`config.mk`:
```
export PLATFORM = sky130hd
export DESIGN_NAME = mult_seq_ctrl_n_flat
export DESIGN_NICKNAME = d
export VERILOG_FILES = /design/src/rtl/mult_seq_ctrl_n_if.sv /design/src/rtl/mult_seq_ctrl_n.sv /design/src/flat_wrapper.sv
export SDC_FILE = /design/constraint.sdc
export NUM_CORES = 1
export LEC_CHECK = 0
export ABC_AREA = 1
export CORE_MARGIN = 1
export CORE_UTILIZATION = 58
export CTS_CLUSTER_DIAMETER = 50
export DETAILED_ROUTE_END_ITERATION = 16
export PLACE_DENSITY = 0.78
export SLEW_MARGIN = 15
export SYNTH_ARGS = -nofsm -noshare
export SYNTH_HDL_FRONTEND = slang
export SYNTH_SLANG_ARGS = --single-unit
```
`constraint.sdc`:
```
create_clock -name clk -period 2.7 [get_ports clk]
set_clock_uncertainty 0.05 [all_clocks]
set_input_delay 0.405 -clock clk [delete_from_list [all_inputs] [get_ports clk]]
set_output_delay 0.405 -clock clk [all_outputs]
set_load 0.05 [all_outputs]
```
`src/rtl/mult_seq_ctrl_n_if.sv`:
```
// Request/response bundle of the sequential multiplier: operands and start in, busy/done/product out.
// start is a request taken only while busy=0; done pulses for one cycle when product is fresh.
interface mult_seq_ctrl_n_if #(
    parameter int WIDTH = 32
);
    logic               start;
    logic               is_signed;
    logic [WIDTH-1:0]   multiplicand;
    logic [WIDTH-1:0]   multiplier;
    logic               busy;
    logic               done;
    logic [2*WIDTH-1:0] product;

    modport master (
        output start, is_signed, multiplicand, multiplier,
        input  busy, done, product
    );

    modport slave (
        input  start, is_signed, multiplicand, multiplier,
        output busy, done, product
    );
endinterface

```
`src/rtl/mult_seq_ctrl_n.sv`:
```
// Sequential WIDTH x WIDTH multiplier: unsigned shift-add or signed radix-2 Booth,
// one ADD and one SHIFT cycle per multiplier bit; state is exposed on state_o.
module mult_seq_ctrl_n #(
    parameter int WIDTH     = 32,
    parameter bit SIGNED_EN = 1'b1
) (
    input  logic                clk,
    input  logic                reset_n,
    mult_seq_ctrl_n_if.slave    bus,
    output logic [1:0]          state_o
);
    localparam int CW = $clog2(WIDTH) + 1;
    localparam logic [CW-1:0] LAST_CNT = CW'(WIDTH - 1);

    typedef enum logic [1:0] {
        S_IDLE  = 2'd0,
        S_ADD   = 2'd1,
        S_SHIFT = 2'd2,
        S_DONE  = 2'd3
    } state_t;

    state_t             state_q, state_d;
    logic [WIDTH:0]     a_q, a_d;
    logic [WIDTH-1:0]   q_q, q_d;
    logic               qm1_q, qm1_d;
    logic [WIDTH-1:0]   m_q, m_d;
    logic               mode_q, mode_d;
    logic [CW-1:0]      cnt_q, cnt_d;
    logic [2*WIDTH-1:0] product_q, product_d;
    logic [WIDTH:0]     m_ext;
    logic               fill;

    always_ff @(posedge clk) begin
        if (!reset_n) begin
            state_q   <= S_IDLE;
            a_q       <= '0;
            q_q       <= '0;
            qm1_q     <= 1'b0;
            m_q       <= '0;
            mode_q    <= 1'b0;
            cnt_q     <= '0;
            product_q <= '0;
        end else begin
            state_q   <= state_d;
            a_q       <= a_d;
            q_q       <= q_d;
            qm1_q     <= qm1_d;
            m_q       <= m_d;
            mode_q    <= mode_d;
            cnt_q     <= cnt_d;
            product_q <= product_d;
        end
    end

    // A is one bit wider than M so Booth can subtract the most negative M without overflow.
    assign m_ext = mode_q ? {m_q[WIDTH-1], m_q} : {1'b0, m_q};
    assign fill  = mode_q & a_q[WIDTH];

    always_comb begin
        state_d   = state_q;
        a_d       = a_q;
        q_d       = q_q;
        qm1_d     = qm1_q;
        m_d       = m_q;
        mode_d    = mode_q;
        cnt_d     = cnt_q;
        product_d = product_q;
        case (state_q)
            S_IDLE: begin
                if (bus.start) begin
                    m_d     = bus.multiplicand;
                    q_d     = bus.multiplier;
                    a_d     = '0;
                    qm1_d   = 1'b0;
                    cnt_d   = '0;
                    mode_d  = bus.is_signed & SIGNED_EN;
                    state_d = S_ADD;
                end
            end
            S_ADD: begin
                if (mode_q) begin
                    if (q_q[0] == 1'b0 && qm1_q == 1'b1) begin
                        a_d = a_q + m_ext;
                    end else if (q_q[0] == 1'b1 && qm1_q == 1'b0) begin
                        a_d = a_q - m_ext;
                    end
                end else if (q_q[0]) begin
                    a_d = a_q + m_ext;
                end
                state_d = S_SHIFT;
            end
            S_SHIFT: begin
                a_d   = {fill, a_q[WIDTH:1]};
                q_d   = {a_q[0], q_q[WIDTH-1:1]};
                qm1_d = q_q[0];
                cnt_d = cnt_q + CW'(1);
                if (cnt_q == LAST_CNT) begin
                    // Capture the post-shift {A,Q} so product is valid in the DONE cycle.
                    product_d = {a_q[WIDTH:1], a_q[0], q_q[WIDTH-1:1]};
                    state_d   = S_DONE;
                end else begin
                    state_d = S_ADD;
                end
            end
            S_DONE: begin
                state_d = S_IDLE;
            end
            default: begin
                state_d = S_IDLE;
            end
        endcase
    end

    assign bus.busy    = (state_q != S_IDLE);
    assign bus.done    = (state_q == S_DONE);
    assign bus.product = product_q;
    assign state_o     = state_q;
endmodule

```
`src/flat_wrapper.sv`:
```
// flat-port wrapper written by rule: the top's interface ports become plain ports
module mult_seq_ctrl_n_flat 
#(
    parameter int WIDTH     = 32,
    parameter bit SIGNED_EN = 1'b1
)
  (clk, reset_n, state_o, bus_start, bus_is_signed, bus_multiplicand, bus_multiplier, bus_busy, bus_done, bus_product);
  mult_seq_ctrl_n_if #(.WIDTH(WIDTH)) bus_i ();
  input  logic clk;
  input  logic reset_n;
  output logic [1:0] state_o;
  input wire logic [$bits(bus_i.start)-1:0] bus_start;
  input wire logic [$bits(bus_i.is_signed)-1:0] bus_is_signed;
  input wire logic [$bits(bus_i.multiplicand)-1:0] bus_multiplicand;
  input wire logic [$bits(bus_i.multiplier)-1:0] bus_multiplier;
  output wire logic [$bits(bus_i.busy)-1:0] bus_busy;
  output wire logic [$bits(bus_i.done)-1:0] bus_done;
  output wire logic [$bits(bus_i.product)-1:0] bus_product;
  assign bus_i.start = bus_start;
  assign bus_i.is_signed = bus_is_signed;
  assign bus_i.multiplicand = bus_multiplicand;
  assign bus_i.multiplier = bus_multiplier;
  assign bus_busy = bus_i.busy;
  assign bus_done = bus_i.done;
  assign bus_product = bus_i.product;
  mult_seq_ctrl_n #(.WIDTH(WIDTH), .SIGNED_EN(SIGNED_EN)) u_core (.clk(clk), .reset_n(reset_n), .bus(bus_i), .state_o(state_o));
endmodule
```
==> flow_summary.toml, run 1 <==
[clock_network]
cts-hold-fix-buffers = 0
cts-root-buf = "clkbuf_16"
clkSlewWorstSetupHoldPaths_ns = 0.09
post_cts_buffers = 0
numCtsBuffers = 17
clkLatencyLatePin_ns = 0.44
cts_tree = "built"
cts_buffer_depth = 2
clock-sinks = 171
htreeDepth = 4

[grt]
antenna_found_initial = 0
grt_pass1_vias = 12200
grtUsageTotal = 0.372
grt_max_degree = 69
grt_pass1_wl_um = 62800
overflow = 0

[worst_setup_path]
r2r_slack_ns = 0.14
arrival_ns = 2.87
rr_endpoint = "u_core.a_q[21]$_SDFFE_PN0P_"
critPathRequiredTime_ns = 3.01
startpoint = "u_core.m_q[1]$_SDFFE_PN0P_"
crit_slowest_cell = "dfxtp_1"
critical-path-top-cell-by-count = "nand2_1"
crit_chain = "inv_1 -> ha_1 -> inv_1 -> nand2_1 -> nand2_1 -> nand3_1 -> nand2_2 -> nand2_1 -> nand3_1 -> nand2_1 -> nand2_1 -> nand2_1 -> nand3_1 -> nand3_2 -> nand2_1 -> nand2_1 -> a21oi_1"
worstPathMaxFanout = 3
worstSetupPathType = "reg -> reg"
timing.rr.start = "u_core.m_q[1]$_SDFFE_PN0P_"
critPathLaunchType = "register"
endpoint = "u_core.a_q[21]$_SDFFE_PN0P_"
end_kind = "register"
rr_worst_depth = 17
max_stage_delay_ns = 0.40

[finish]
final_nets = 2217
drive_above_1_share = 0.0732
fin_area_um2 = 14200
final_util = 0.698
final_cell_mix = "nand2_1 (618), inv_1 (280), nor2_1 (195)"
diodes = 0
syn_to_final_growth_pct = 17.9
stdcell_count = 2361
final_common_cell = "nand2_1"

[floorplanning]
io_pins = 136
dieWidth_um = 146
die-height_um = 146
die_area_um2 = 21300
rows = 52
initial_core_util = 0.592
core-area_um2 = 20300

[outcome]
status = "complete, no violations"

[drt]
ant_nets = 0
drc = 0
vias = 13100
drt_iter0_drc = 1185
routed_wl_um = 40100
drt_first_pass_iters = 6
wl_per_cell_um = 17.0
vias_per_cell = 5.54

[placed_design]
port_buffers = 135
routabilityCongestion = 1.04
dp_hpwl_um = 28800
placed_cells = 2329
dpl-instance-area_um2 = 13500

[synthesis]
synth.distinct_cells = 45
ys_seq_area_frac = 0.285
syn_inst = 1983
postSynthAreaPerCell_um2 = 6.06
netlist_area_um2 = 12000
synth_edf_count = 0
ys_warn_count = 0
ys_seq_elements = 171
synthArstFlopShare = 0
ys.flop_type = "dfxtp_1"
syn-num-nets = 2122

[sta]
clock.fmax_mhz = 390
tightest_slew_ns = 1.18
timing.hold.ws_ns = 0.403
finalHoldViolCount = 0
maxSlewViolCount = 0
setup_violations = 0
slew_headroom = 0.213
finalCritPeriodShare = 0.949
period_needed_ns = 2.56

[worst_hold_path]
hold_path.class = "in -> reg"

[power]
report.power.total_mw = 7.39
p_leak_nw = 7.05
peakVddDrop_v = 0.000463
power_density_nw_per_um2 = 522

[run]
drv_cap = 0
==> routing by layer <==
layer	share of wire	track usage	up-vias	wire length, um
met1	0.42	0.486	5992	17000
met5	0	0	-	0
li1	-	-	6384	-
met2	0.45	0.592	614	17900
met3	0.10	0.0944	81	4150
met4	0.027	0.134	0	1090
==> through the flow <==
stage          TNS (ns)  setup WS, ns
2_1_floorplan         0         0.192
3_3_place_gp          0         0.220
3_5_place_dp          0         0.248
4_1_cts               0         0.133
5_1_grt         -0.0163       -0.0162
6_report              0         0.138
==> logic make-up after synthesis <==
family | synth area share
AOI/OAI and AO/OA | 0.151
and+or+nand+nor | 0.355
buffers and inverters | 0.132
DFF | 0.285
xor gates and xnor gates | 0.00219
adders and majority gates | 0.0752
==> report_power, final <==
part           leakage, nW  internal (mW)  switching, mW  total [mW]
clock network        0.303           1.29           1.39        2.68
logic                 5.35          0.602           1.34        1.95
registers             1.39           2.66          0.111        2.77
==> sequential cells by signal, indices dropped and copies added, names as in the netlist <==
name / count
u_core.bus.product: 64
u_core.m_q: 32
u_core.a_q: 33
u_core.q_q: 32
u_core.cnt_q: 6
u_core.mode_q: 1
u_core.state_o: 2
u_core.qm1_q: 1
==> cells in the mapped netlist (4+ instances only) <==
cell        n  share of area
nand3_1   108          0.045
nand2_2    15         0.0078
nor2_2     21          0.011
ha_1       69          0.072
buf_6       8         0.0075
nor3_1     13         0.0054
nor4_2      5         0.0052
o21bai_1    6         0.0037
dfxtp_1   171           0.28
inv_2       5         0.0016
nor2_1    197          0.062
a31oi_1    32          0.017
clkbuf_1   53          0.017
o21ai_1     4         0.0017
inv_1     280          0.087
clkinv_1    4         0.0012
or2_1       4         0.0021
nand2_1   621           0.19
a21oi_2     8         0.0058
buf_2      11         0.0046
a21oi_1   119          0.050
nor2_4      7         0.0066
nand4_1     5         0.0026
o21ai_0   161          0.067
buf_4      18          0.011
==> final cells by class <==
cell class	count	area [um^2]
multi-input combinational	1429	7050
fill	1870	6130
sequential	171	3420
timing repair buffer	170	1640
inverter	289	1080
clock buffer	17	425
tap	270	338
clock inverter	15	209
==> worst max-delay path: cells and delay by family (launching register included) <==
family / cells / cell delay, ns
buf+inv: 2 / 0.17
flops: 1 / 0.40
compound gates: 1 / 0.13
fa+ha+maj: 1 / 0.34
simple gates: 13 / 1.39
==> how the worst min path moves through the flow <==
stage | depth (start not counted) | endpoint | slack (ns) | startpoint
after floorplan | 2 | u_core.qm1_q$_SDFFE_PN0P_ | 0.39 | u_core.qm1_q$_SDFFE_PN0P_
after global placement | 2 | u_core.qm1_q$_SDFFE_PN0P_ | 0.40 | u_core.qm1_q$_SDFFE_PN0P_
after detailed placement | 2 | u_core.qm1_q$_SDFFE_PN0P_ | 0.41 | u_core.qm1_q$_SDFFE_PN0P_
after CTS | 3 | u_core.bus.product[6]$_SDFFE_PN0P_ | 0.38 | reset_n
after global routing | 3 | u_core.bus.product[59]$_SDFFE_PN0P_ | 0.42 | reset_n
final | 3 | u_core.bus.product[6]$_SDFFE_PN0P_ | 0.40 | reset_n
==> repair_timing <==
| item | in CTS | in global routing |
|---|---|---|
| setup endpoints to repair | 1 | 6 |
| resized for setup | 1 | 8 |
| cloned | 0 | 0 |
Note: power is estimated with default switching activity, not from simulation.
==> inputs of run 2 (changes only) <==
--- a/config.mk
+++ b/config.mk
@@ -7,10 +7,10 @@
 export LEC_CHECK = 0
 export ABC_AREA = 1
 export CORE_MARGIN = 1
-export CORE_UTILIZATION = 58
+export CORE_UTILIZATION = 54
 export CTS_CLUSTER_DIAMETER = 50
 export DETAILED_ROUTE_END_ITERATION = 16
-export PLACE_DENSITY = 0.78
+export PLACE_DENSITY = 0.73
 export SLEW_MARGIN = 15
 export SYNTH_ARGS = -nofsm -noshare
 export SYNTH_HDL_FRONTEND = slang
==> flow_summary.toml, run 2 (same netlist as run 1, synthesis figures left out) <==
[clock_network]
cts_tree = "built"
cts_buffer_depth = 2
clock-sinks = 171
clkSlewWorstSetupHoldPaths_ns = 0.08
numCtsBuffers = 17
htreeDepth = 4
cts-root-buf = "clkbuf_16"
cts-hold-fix-buffers = 0
clkLatencyLatePin_ns = 0.45

[power]
peakVddDrop_v = 0.000414
p_comb_frac = 0.258
seqPwrFrac = 0.375
clockPowerShare = 0.367
p_switching_mw = 2.74
p_leak_nw = 7.04
intPower_mw = 4.62
power_density_nw_per_um2 = 519
p_sw_frac = 0.372

[drt]
wl_met1_um = 17200
drt_first_pass_iters = 5
routed_wl_um = 38700
vias = 12800
top_layer_used = "met4"
wl_per_cell_um = 16.3
wl_met3_um = 3780
ant_nets = 0
drc = 0
vias_per_cell = 5.39
dr_wl_met2_um = 16600
drt_iter0_drc = 1246

[sta]
maxSlewViolCount = 0
timing.hold.ws_ns = 0.348
clock.fmax_mhz = 394
final.setup.tns_ns = 0
finalCritPeriodShare = 0.940
setup_violations = 0
tightest_slew_ns = 0.910
finalHoldViolCount = 0
period_needed_ns = 2.54
slew_headroom = 0.392

[worst_setup_path]
critical-path-top-cell-by-count = "nand2_1"
crit_chain = "inv_1 -> ha_1 -> nor2_4 -> nand2_1 -> nand2_1 -> inv_1 -> nand2_1 -> nand2_1 -> nand2_2 -> nand2_1 -> nand2_1 -> nand2_1 -> nand3_1 -> nand3_1 -> nand2_1 -> nand2_1 -> a21oi_1"
critPathLaunchType = "register"
worstPathMaxFanout = 9
max_stage_delay_ns = 0.43
worstSetupPathType = "reg -> reg"
timing.rr.start = "u_core.m_q[6]$_SDFFE_PN0P_"
end_kind = "register"
crit_slowest_cell = "ha_1"
r2r_slack_ns = 0.16
rr_endpoint = "u_core.a_q[31]$_SDFFE_PN0P_"
arrival_ns = 2.86
critPathRequiredTime_ns = 3.02
rr_worst_depth = 17

[finish]
syn_to_final_growth_pct = 18.1
largest_register_ffs = 64
final_cell_mix = "nand2_1 (618), inv_1 (280), nor2_1 (197)"
final_util = 0.650
final_nets = 2217
diodes = 0
final_common_cell = "nand2_1"
nFillCells = 2071
drive_above_1_share = 0.0756

[grt]
grtUsageTotal = 0.348
grt_max_degree = 69
grt_pass1_vias = 12000
overflow = 0
antenna_found_initial = 0
grt_pass1_wl_um = 61700

[floorplanning]
die-height_um = 151
rows = 54
die_area_um2 = 22900
io_pins = 136
core-area_um2 = 21800
dieWidth_um = 151
initial_core_util = 0.551

[placed_design]
port_buffers = 135
routabilityCongestion = 0.974
dp_hpwl_um = 28500

[worst_hold_path]
holdPathStages = 3
hold_path.class = "in -> reg"
min_to = "u_core.bus.product[45]$_SDFFE_PN0P_"
min-delay-start = "reset_n"

[outcome]
status = "complete, no violations"

[run]
drv_cap = 0
==> run 2: worst max path at each step <==
stage                                        start                          end  slack (ns)  depth (start not counted)
finish                  u_core.m_q[6]$_SDFFE_PN0P_  u_core.a_q[31]$_SDFFE_PN0P_        0.16                         17
global route            u_core.m_q[2]$_SDFFE_PN0P_  u_core.a_q[31]$_SDFFE_PN0P_      -0.004                         18
CTS                    u_core.m_q[26]$_SDFFE_PN0P_  u_core.a_q[31]$_SDFFE_PN0P_        0.12                         14
detailed placement     u_core.m_q[26]$_SDFFE_PN0P_  u_core.a_q[31]$_SDFFE_PN0P_        0.13                         14
global placement       u_core.m_q[26]$_SDFFE_PN0P_  u_core.a_q[31]$_SDFFE_PN0P_        0.16                         14
floorplan           u_core.state_o[0]$_SDFFE_PN0P_   u_core.a_q[6]$_SDFFE_PN0P_        0.19                         10
==> run 2: power by group through the flow <==
stage,registers (mW),clock network [mW],logic (mW)
2_1_floorplan,2.80,0,1.31
3_3_place_gp,2.81,0,1.82
3_5_place_dp,2.82,0,1.84
4_1_cts,2.76,2.73,1.85
5_1_grt,2.78,2.83,2.10
6_report,2.76,2.70,1.90
==> run 2: per-layer routing <==
metal	track usage	vias to the layer above
met3	0.0807	66
met5	0	-
li1	-	6389
met4	0.119	0
met2	0.543	543
met1	0.470	5787
==> run 2: layout make-up <==
type	count	area [um^2]	area share
multi-input cells	1429	7060	0.497
inverters	289	1090	0.0766
clock buffers	17	425	0.0300
repair buffers	170	1640	0.115
clock inverters	15	210	0.0148
well taps	280	350	0.0247
flip-flops and latches	171	3420	0.241
==> run 2: per-stage QoR <==
stage               setup WS [ns]  power [mW]  cell area, um^2  instances
floorplan                   0.192        4.11            12000       1983
global placement            0.164        4.63            13500       2339
detailed placement          0.134        4.65            13500       2339
CTS                         0.116        7.33            14200       2371
global route             -0.00442        7.70            14200       2371
finish                      0.163        7.36            14200       2371
==> run 2: what timing repair did <==
item                       CTS  global route
buffers inserted             0             0
setup endpoints to repair    1            12
resized for setup            1            14
pin swaps                    0             0
==> run 2: critical path, delay by kind of cell (launching register included) <==
| family | cells | cell delay, ns |
|---|---|---|
| and+or+nand+nor | 13 | 1.38 |
| adders and majority gates | 1 | 0.43 |
| DFF | 1 | 0.36 |
| buffers and inverters | 2 | 0.12 |
| AOI/OAI and AO/OA | 1 | 0.12 |
==> inputs of run 3 (changes only) <==
--- a/config.mk
+++ b/config.mk
@@ -8,8 +8,8 @@
 export ABC_AREA = 1
 export CORE_MARGIN = 1
 export CORE_UTILIZATION = 54
-export CTS_CLUSTER_DIAMETER = 50
 export DETAILED_ROUTE_END_ITERATION = 16
+export GPL_TIMING_DRIVEN = 1
 export PLACE_DENSITY = 0.73
 export SLEW_MARGIN = 15
 export SYNTH_ARGS = -nofsm -noshare
==> results of run 3 <==
No change in the layout: final DEF, timing and power equal those of run 2.
